## config.mk

```make
export PLATFORM = sky130hd
export DESIGN_NAME = imm_extend_pipe
export DESIGN_NICKNAME = d
export VERILOG_FILES = /design/src/rtl/imm_extend_pipe.sv
export SDC_FILE = /design/constraint.sdc
export NUM_CORES = 1
export LEC_CHECK = 0
export CORE_MARGIN = 8
export CORE_UTILIZATION = 45
export CTS_BUF_LIST = sky130_fd_sc_hd__clkbuf_2
export DETAILED_ROUTE_END_ITERATION = 7
export PLACE_DENSITY = 0.81
export SLEW_MARGIN = 20
export SYNTH_ARGS = -nofsm -noshare
export SYNTH_HDL_FRONTEND = slang
export SYNTH_SLANG_ARGS = --single-unit
```

## constraint.sdc

```tcl
create_clock -name clk -period 1.7 [get_ports clk]
set_input_delay 0.34 -clock clk [delete_from_list [all_inputs] [get_ports clk]]
set_output_delay 0.34 -clock clk [all_outputs]
set_load 0.01 [all_outputs]
```

## src/rtl/imm_extend_pipe.sv

```systemverilog
// Two-stage valid/ready immediate extender for the ARM decode stage.
// S1 captures Instr/ImmSrc; S2 holds the extended immediate and shifter flags.
module imm_extend_pipe #(
    parameter int WIDTH  = 32,
    parameter bit ROT_EN = 1'b1
) (
    input  logic             clk,
    input  logic             reset,
    input  logic             Flush,
    input  logic             InValid,
    output logic             InReady,
    input  logic [23:0]      Instr,
    input  logic [2:0]       ImmSrc,
    output logic             OutValid,
    input  logic             OutReady,
    output logic [WIDTH-1:0] ExtImm,
    output logic             RotCarry,
    output logic             RotCarryVld,
    output logic             Illegal
);

    typedef enum logic [2:0] {
        SRC_IMM8   = 3'b000,
        SRC_IMM12  = 3'b001,
        SRC_BRANCH = 3'b010,
        SRC_ROT    = 3'b011,
        SRC_IMM24  = 3'b100
    } imm_src_e;

    logic             s1_valid;
    logic             s2_valid;
    logic [23:0]      s1_instr;
    logic [2:0]       s1_src;
    logic             s2_adv;
    logic             take_in;

    logic [WIDTH-1:0] ext_d;
    logic             carry_d;
    logic             carry_vld_d;
    logic             illegal_d;
    logic [4:0]       rot_amt;
    logic [31:0]      rot_val;

    assign s2_adv   = !s2_valid || OutReady;
    assign InReady  = !s1_valid || s2_adv;
    assign take_in  = InValid && InReady;
    assign OutValid = s2_valid;

    // Flush outranks every advance, so an input offered alongside it is dropped.
    always_ff @(posedge clk) begin
        if (!reset) begin
            s1_valid <= 1'b0;
            s2_valid <= 1'b0;
        end else if (Flush) begin
            s1_valid <= 1'b0;
            s2_valid <= 1'b0;
        end else begin
            if (take_in)
                s1_valid <= 1'b1;
            else if (s2_adv)
                s1_valid <= 1'b0;
            if (s2_adv)
                s2_valid <= s1_valid;
        end
    end

    // NOTE: S1 data carries no reset; it is only ever consumed behind s1_valid.
    always_ff @(posedge clk) begin
        if (take_in) begin
            s1_instr <= Instr;
            s1_src   <= ImmSrc;
        end
    end

    // Shifting a doubled copy of the byte right yields a 32-bit rotate in one step.
    assign rot_amt = {s1_instr[11:8], 1'b0};
    assign rot_val = 32'({24'd0, s1_instr[7:0], 24'd0, s1_instr[7:0]} >> rot_amt);

    // NOTE: every always_comb output gets a default first so no latch is inferred.
    always_comb begin
        ext_d       = '0;
        carry_d     = 1'b0;
        carry_vld_d = 1'b0;
        illegal_d   = 1'b0;
        case (s1_src)
            SRC_IMM8:   ext_d = WIDTH'(s1_instr[7:0]);
            SRC_IMM12:  ext_d = WIDTH'(s1_instr[11:0]);
            SRC_BRANCH: ext_d = WIDTH'($signed({s1_instr, 2'b00}));
            SRC_ROT: begin
                if (ROT_EN) begin
                    ext_d       = WIDTH'(rot_val);
                    carry_vld_d = (s1_instr[11:8] != 4'd0);
                    carry_d     = carry_vld_d && rot_val[31];
                end else begin
                    illegal_d = 1'b1;
                end
            end
            SRC_IMM24:  ext_d = WIDTH'(s1_instr);
            default:    illegal_d = 1'b1;
        endcase
    end

    // Output registers only load a real S1 entry, so bubbles leave them untouched.
    always_ff @(posedge clk) begin
        if (!reset) begin
            ExtImm      <= '0;
            RotCarry    <= 1'b0;
            RotCarryVld <= 1'b0;
            Illegal     <= 1'b0;
        end else if (s2_adv && s1_valid) begin
            ExtImm      <= ext_d;
            RotCarry    <= carry_d;
            RotCarryVld <= carry_vld_d;
            Illegal     <= illegal_d;
        end
    end

endmodule

```

-- Yosys cells after proc, flatten, opt, wreduce, memory -nomap -nowiden
Cells that the tools add are included.
Widths: inputs -> output; s select.
- bits in registers: 64
- output and inout bits: 37
- equality and inequality tests: 4
- shift-type cells: 1
- multiplexer cells: 6
- bitwise logic cells: 1
- reductions and logical operators: 12
- operator list (kind ; count):
    $pmux 32 s5 ; 1
    $shr 40x5->32 ; 1
    $eq 3x2->1 const B ; 2
    $mux 1 ; 5
    $reduce_or 5->1 ; 1
    $reduce_bool 4->1 ; 1
    $eq 3x1->1 const B ; 1
    $eq 3x3->1 const B ; 1
    $logic_and 1x1->1 ; 3
    $logic_not 3->1 ; 1
    $logic_not 1->1 ; 2
    $logic_or 1x1->1 ; 2
    $reduce_bool 2->1 ; 1
    $reduce_or 2->1 ; 1
    $not 1->1 ; 1

-- Longest topological paths before layout
Gate-level depths: netlist of run 1.
- depth in word-level cells: 5
- depth in mapped cells: 6
- gate-level depth less buffers: 4

-- Worst setup path after synthesis of run 1
No wires, ideal clock.
- kind: reg-to-reg
- start: register s2_valid, in the netlist OutValid
- end: register s1_instr[0] (enable)
- data arrival time: 1.461 ns
- setup slack: -0.147 ns
- cell stages (with the launch flop): 5
- buffers on the path: 1
- clock period less this slack: 1.847 ns
- cell sequence: dfxtp_1 -> nor2b_1 -> clkbuf_1 -> nand2_1 -> and2_1
- cells in the longest elaborated chain, start to end: 4
- ends and longest elaborated chain (item ; RTL line ; RTL):
    start: declaration ; 31 ; logic s2_valid;
    start signal: assignment ; 63 ; s2_valid <= s1_valid;
    $logic_not 1->1 ; 44 ; assign s2_adv = !s2_valid || OutReady;
    $logic_or 1x1->1 ; 44 ;
    $logic_or 1x1->1 ; 45 ; assign InReady = !s1_valid || s2_adv;
    via InReady ; 11 ; output logic InReady,
    $logic_and 1x1->1 ; 46 ; assign take_in = InValid && InReady;
    via take_in ; 35 ; logic take_in;
    end signal: assignment ; 70 ; s1_instr <= Instr;
    end: declaration ; 32 ; logic [23:0] s1_instr;
The timed path passes the listed nets, and every way through them passes these cells.
A chain may end at the register's enable or synchronous reset.

-- Worst setup path in the final report of run 1
- start: register s1_instr[9]
- end: register ExtImm[18]
- cells in the longest elaborated chain, start to end: 2
- ends and longest elaborated chain (item ; RTL line ; RTL):
    $shr 40x5->32 ; 77 ; assign rot_val = 32'({24'd0, s1_instr[7:0], 24'd0, s1_instr[7:0]} >> rot_amt);
    $pmux 32 s5 ; 85 ; case (s1_src)
    end signal: assignment ; 111 ; ExtImm <= ext_d;
    end: declaration ; 16 ; output logic [WIDTH-1:0] ExtImm,
Every way passes these cells.

==> flow_summary.yaml, run 1 <==
status:
  status: "finished, final reports clean"
yosys:
  synth_cell_types: 58
  synthesis.nets: 335
  synth-xor-area-share: 0.00277
  yosys.area.top_type: "edfxtp_1"
  syn_inst: 303
  yosys-top-cells-area: "edfxtp_1 26%, dfxtp_1 23%, a22oi_1 3.3%"
  avgSynthCellArea_um2: 10.4
  async_reset_ff_frac: 0
  synthSimpleGateAreaFrac: 0.165
  yosys_warnings: 0
  synth.yosys.seq_area_share: 0.491
  synth_edf_count: 27
  syn_area_um2: 3160
  synth_common_cells: "37 x dfxtp_1, 28 x nand2_1, 27 x edfxtp_1"
  synth.most_common_cell: "dfxtp_1"
  synth_top_family_by_area: "compound AO/OA/AOI/OAI gates"
  ys.flop_type: "dfxtp_1"
  ys_seq_elements: 64
  synth_compound_area_frac: 0.250
  synth.area.mux_share: 0.0475
  yosys.area.top_type_share: 0.256
  synth_adder_area_share: 0
floorplan:
  die_area_um2: 9970
  initial_core_util: 0.466
  pin_count: 69
  rows: 30
  die_w_um: 99.8
  core_area_um2: 6790
  die_h_um: 99.8
power_and_ir_drop:
  clkPwrFrac: 0.289
  power.leakage_nw: 1.97
  intPower_mw: 2.34
  swShare: 0.286
  p_seq_frac: 0.519
  fin_total_pwr_mw: 3.28
  ir_drop_uv: 470
  combPwrFrac: 0.193
  power.switching_mw: 0.940
  power_density_nw_per_um2: 675
clock_network:
  cts_root_buf: "clkbuf_2"
  postCtsHoldBufs: 0
  path_clk_slew_ns: 0.20
  cts_made_buffers: 9
  clkLatencyLatePin_ns: 0.51
  clock_path_buffers: 2
  cts_tree: "built"
  clock_sinks: 64
  h-tree-depth: 3
finish:
  fill_cells: 523
  drive_above_1_share: 0.357
  fin_area_um2: 4860
  final_util: 0.715
  areaGrowthSynthToFinish_pct: 53.6
  nNetsFinal: 478
  diodes: 0
  fin_cells: 547
worst_setup_path:
  cp_data_required_time_ns: 2.10
  path_cells: "buf_6, buf_6, mux2_4, a21oi_4, buf_6, nor3_2, a221o_1"
  startpoint_type: "register"
  cp.arrival_ns: 2.10
  max_stage_delay_ns: 0.43
  worst-path-max-fanout: 8
  crit_slowest_cell: "edfxtp_1"
  reg2regPathDepth: 7
  crit_path_end_kind: "register"
  crit_type: "reg2reg"
  critPathMostFrequentCell: "buf_6"
route:
  dr.pass1.iters: 5
  vias: 3230
  wl_per_cell_um: 19.6
  finalWirelength_mm: 10.7
  drc: 0
  drt-initial-drc-count: 236
  via_per_inst: 5.90
  antenna_left: 0
global_routing:
  antenna_found_initial: 0
  grt_max_degree: 28
  grt_pass1_vias: 3117
  grt-ovfl-total: 0
  track_usage: 0.212
  grt_pass1_wl_mm: 16.5
min_path:
  hp-class: "in2reg"
  hold_depth: 1
run:
  maxCapViolations: 0
placed_design:
  dpl_cell_area_um2: 4480
  post-dp-hpwl_mm: 8.20
  dp.cells: 524
  routabilityCongestion: 0.932
  pre_cts_slack_ns: -0.221
  port_buffers: 68
sta:
  finalWorstSetupSlack_ns: 0.00848
  relSlewSlack: 0.750
  fin_hold_ws_ns: 0.356
  hold_viol: 0
  fin_setup_tns_ns: 0
  drv_slew: 0
  post-route-period-util: 0.995
  fmax_mhz: 591
  min_period_ns: 1.69
  rsz0062_at_grt: "yes"
  finalSetupViolCount: 0
  fin_skew_ns: 0.0358
  tightestPinTransition_ns: 0.376
[final timing paths]
check,start,to,slack [ns]
worst max-delay path,s1_instr[9]$_DFFE_PP_,ExtImm[18]$_SDFFE_PN0P_,0.008
worst min-delay path,Instr[5],s1_instr[5]$_DFFE_PP_,0.36
worst max register to register,s1_instr[9]$_DFFE_PP_,ExtImm[18]$_SDFFE_PN0P_,0.008
worst min register to register,Illegal$_SDFFE_PN0P_,Illegal$_SDFFE_PN0P_,0.46
[sequential cells by signal, indices dropped and copies added, names as in the netlist]
| register | flops |
|---|---|
| s1_src | 3 |
| s1_instr | 24 |
| RotCarryVld | 1 |
| RotCarry | 1 |
| ExtImm | 32 |
| s1_valid | 1 |
| OutValid | 1 |
| Illegal | 1 |
[timing repair]
action,in CTS,in global routing
endpoints found under the setup margin,48,33
pin swaps,6,6
resized for setup,67,41
buffers inserted,1,6
[final cells by class]
class	count	area (µm²)	area share
Multi-Input combinational cell	213	1680	0.346
Sequential cell	64	1570	0.322
Timing Repair Buffer	153	1350	0.278
Tap cell	96	120	0.0247
Clock inverter	6	70.1	0.0144
Clock buffer	10	50.0	0.0103
Inverter	5	18.8	0.00386
[layer usage]
metal / vias up / global-route usage / share of wire
met3: 13 / 0.0464 / 0.074
li1: 1487 / - / -
met1: 1568 / 0.266 / 0.42
met5: - / 0 / 0
met2: 162 / 0.351 / 0.50
met4: 0 / 0.0722 / 0.013
[cells by family (layout without fill, tap and decap cells)]
kind of cell | count (synthesis) | count (layout)
flops | 64 | 64
compound gates | 102 | 102
xor+xnor | 1 | 1
simple gates | 98 | 98
mux | 12 | 12
buf+inv | 26 | 174
[cells in the final DEF (no fill, tap or decap), drive strengths merged, types with 7 or more instances in the layout]
cell type | netlist | layout
clkdlybuf4s50 | 0 | 31
edfxtp | 27 | 27
nand2 | 28 | 28
a22o | 11 | 11
a31oi | 8 | 8
buf | 17 | 85
dlygate4sd2 | 0 | 36
a21oi | 14 | 14
clkbuf | 4 | 11
dfxtp | 37 | 37
a32oi | 7 | 7
a221o | 10 | 10
nor2 | 21 | 21
nand3 | 11 | 11
a22oi | 14 | 14
nand2b | 7 | 7
[power groups by stage]
stage                     Combinational [mW]  Sequential [mW]  Clock (mW)
final                                  0.632             1.70       0.948
after floorplan                        0.237             1.73           0
after global placement                 0.537             1.73           0
after global routing                   0.669             1.71        1.01
after CTS                              0.565             1.70       0.950
after detailed placement               0.543             1.73           0
[critical path: cells and delay by family, from the launching register on]
kind                   cells  cell delay [ns]
flip-flops                 1             0.43
buffers and inverters      3             0.39
multiplexers               1             0.30
AND/OR/NAND/NOR            1             0.03
AO/OA/AOI/OAI              2             0.42
Note: power is estimated with default switching activity, not from simulation.
==> inputs of run 2 (changes only) <==
Settings changed: PLACE_DENSITY 0.81 to 0.78.
Clock period 1.7 ns to 2.2 ns, I/O delays scaled along.
==> flow_summary.yaml, run 2 (same netlist as run 1, synthesis figures left out) <==
worst_setup_path:
  crit_path_end_kind: "output pin"
  path_cells: "nor2b_1, nand2_1, clkdlybuf4s50_1"
  cpLargestDelayFamily: "buffers and inverters"
  crit_type: "reg2out"
  cp_data_required_time_ns: 1.76
  worst-path-max-fanout: 3
  startpoint_type: "register"
  max_stage_delay_ns: 0.54
  crit_slowest_cell: "clkdlybuf4s50_1"
  cp.arrival_ns: 1.64
  crit_buf_inv: 1
global_routing:
  track_usage: 0.202
  grt_pass1_vias: 2933
  antenna_found_initial: 0
  grt_pass1_wl_mm: 15.6
  grt_max_degree: 28
  grt-ovfl-total: 0
finish:
  areaGrowthSynthToFinish_pct: 34.1
  multiInputGateArea_um2: 1470
  largest_reg_flops: 32
  final_common_cell: "clkdlybuf4s50_1"
  ff_latch_area_um2: 1550
  top_register: "ExtImm"
  fin_area_um2: 4240
  final_util: 0.624
  drive_above_1_share: 0.136
  reg_top3: "ExtImm (32), s1_instr (24), s1_src (3)"
  diodes: 0
  fill_cells: 584
  final_cell_mix: "68 x clkdlybuf4s50_1, 35 x dfxtp_1, 28 x nand2_1"
  nNetsFinal: 417
clock_network:
  cts_made_buffers: 9
  clock_path_buffers: 2
  h-tree-depth: 3
  cts_setup_buffers: 0
  cts_tree: "built"
  cts_root_buf: "clkbuf_2"
  clock_sinks: 64
  post_cts_resized: 0
  clkLatencyLatePin_ns: 0.51
  postCtsHoldBufs: 0
  path_clk_slew_ns: 0.22
route:
  via_per_inst: 5.99
  wl_per_cell_um: 20.1
  drc: 0
  vias: 2910
  finalWirelength_mm: 9.76
  antenna_left: 0
  dr.pass1.iters: 4
  drt-initial-drc-count: 240
sta:
  tightestPinTransition_ns: 0.657
  fmax_mhz: 481
  relSlewSlack: 0.562
  fin_skew_ns: 0.0459
  finalSetupViolCount: 0
  fin_setup_tns_ns: 0
  drv_slew: 0
  min_period_ns: 2.08
  rsz0062_at_grt: "no"
  post-route-period-util: 0.944
  hold_viol: 0
  finalWorstSetupSlack_ns: 0.123
floorplan:
  rows: 30
  initial_core_util: 0.466
  die_w_um: 99.8
  core_area_um2: 6790
  die_h_um: 99.8
  pin_count: 69
  die_area_um2: 9970
status:
  status: "finished, final reports clean"
min_path:
  hp-class: "in2reg"
power_and_ir_drop:
  power.leakage_nw: 1.46
  intPower_mw: 2.05
  power_density_nw_per_um2: 640
  ir_drop_uv: 434
  p_seq_frac: 0.491
  swShare: 0.246
  combPwrFrac: 0.122
  clkPwrFrac: 0.387
  power.switching_mw: 0.668
placed_design:
  pre_cts_slack_ns: 0.0180
  routabilityCongestion: 0.955
  port_buffers: 68
  dpl_cell_area_um2: 4050
  post-dp-hpwl_mm: 7.40
run:
  maxCapViolations: 0
run 2: cell types whose count changed in the layout (fill, tap and decap cells not counted), moves of 4 or more:
cell,change
buf_4,-50
clkdlybuf4s50_1,+37
dlygate4sd2_1,-36
dfxtp_1,+10
dfxtp_2,-10
buf_6,-9
mux2i_1,+6
mux2_4,-4
mux2i_2,-4
nor2b_1,+4
run 2: routing by layer:
layer / share of wire / track usage / wire length [µm] / up-vias
met1: 0.43 / 0.256 / 4230 / 1389
met2: 0.46 / 0.308 / 4510 / 140
li1: - / - / - / 1363
met5: 0 / 0 / 0 / -
met4: 0.023 / 0.105 / 229 / 0
met3: 0.081 / 0.0533 / 788 / 18
run 2: per-stage QoR:
stage	cells	hold slack [ns]	power, mW
floorplan	303	0.481	1.52
global placement	470	0.449	1.68
detailed placement	470	0.457	1.68
CTS	486	0.438	2.72
global route	486	0.433	2.81
finish	486	0.473	2.72
run 2: worst paths after layout:
| kind | start | end | depth (start not counted) | slack (ns) |
|---|---|---|---|---|
| setup reg to reg | s1_src[2]$_DFFE_PP_ | ExtImm[3]$_SDFFE_PN0P_ | 4 | 0.29 |
| hold / removal | Instr[13] | s1_instr[13]$_DFFE_PP_ | 1 | 0.47 |
| hold reg to reg | RotCarry$_SDFFE_PN0P_ | RotCarry$_SDFFE_PN0P_ | 2 | 0.48 |
| setup / recovery | OutValid$_SDFFE_PP0P_ | InReady | 3 | 0.12 |
run 2: area by class of cell:
type,count,area share
Clock buffer,9,0.0106
Tap cell,96,0.0283
Inverter,5,0.00443
Sequential cell,64,0.366
Timing Repair Buffer,92,0.209
Clock inverter,7,0.0339
Multi-Input combinational cell,213,0.347
run 2: power by group through the flow:
stage | logic [mW] | clock network, mW | registers [mW]
floorplan | 0.183 | 0 | 1.34
global placement | 0.324 | 0 | 1.36
detailed placement | 0.328 | 0 | 1.36
CTS | 0.329 | 1.06 | 1.33
global route | 0.358 | 1.12 | 1.34
finish | 0.332 | 1.05 | 1.33
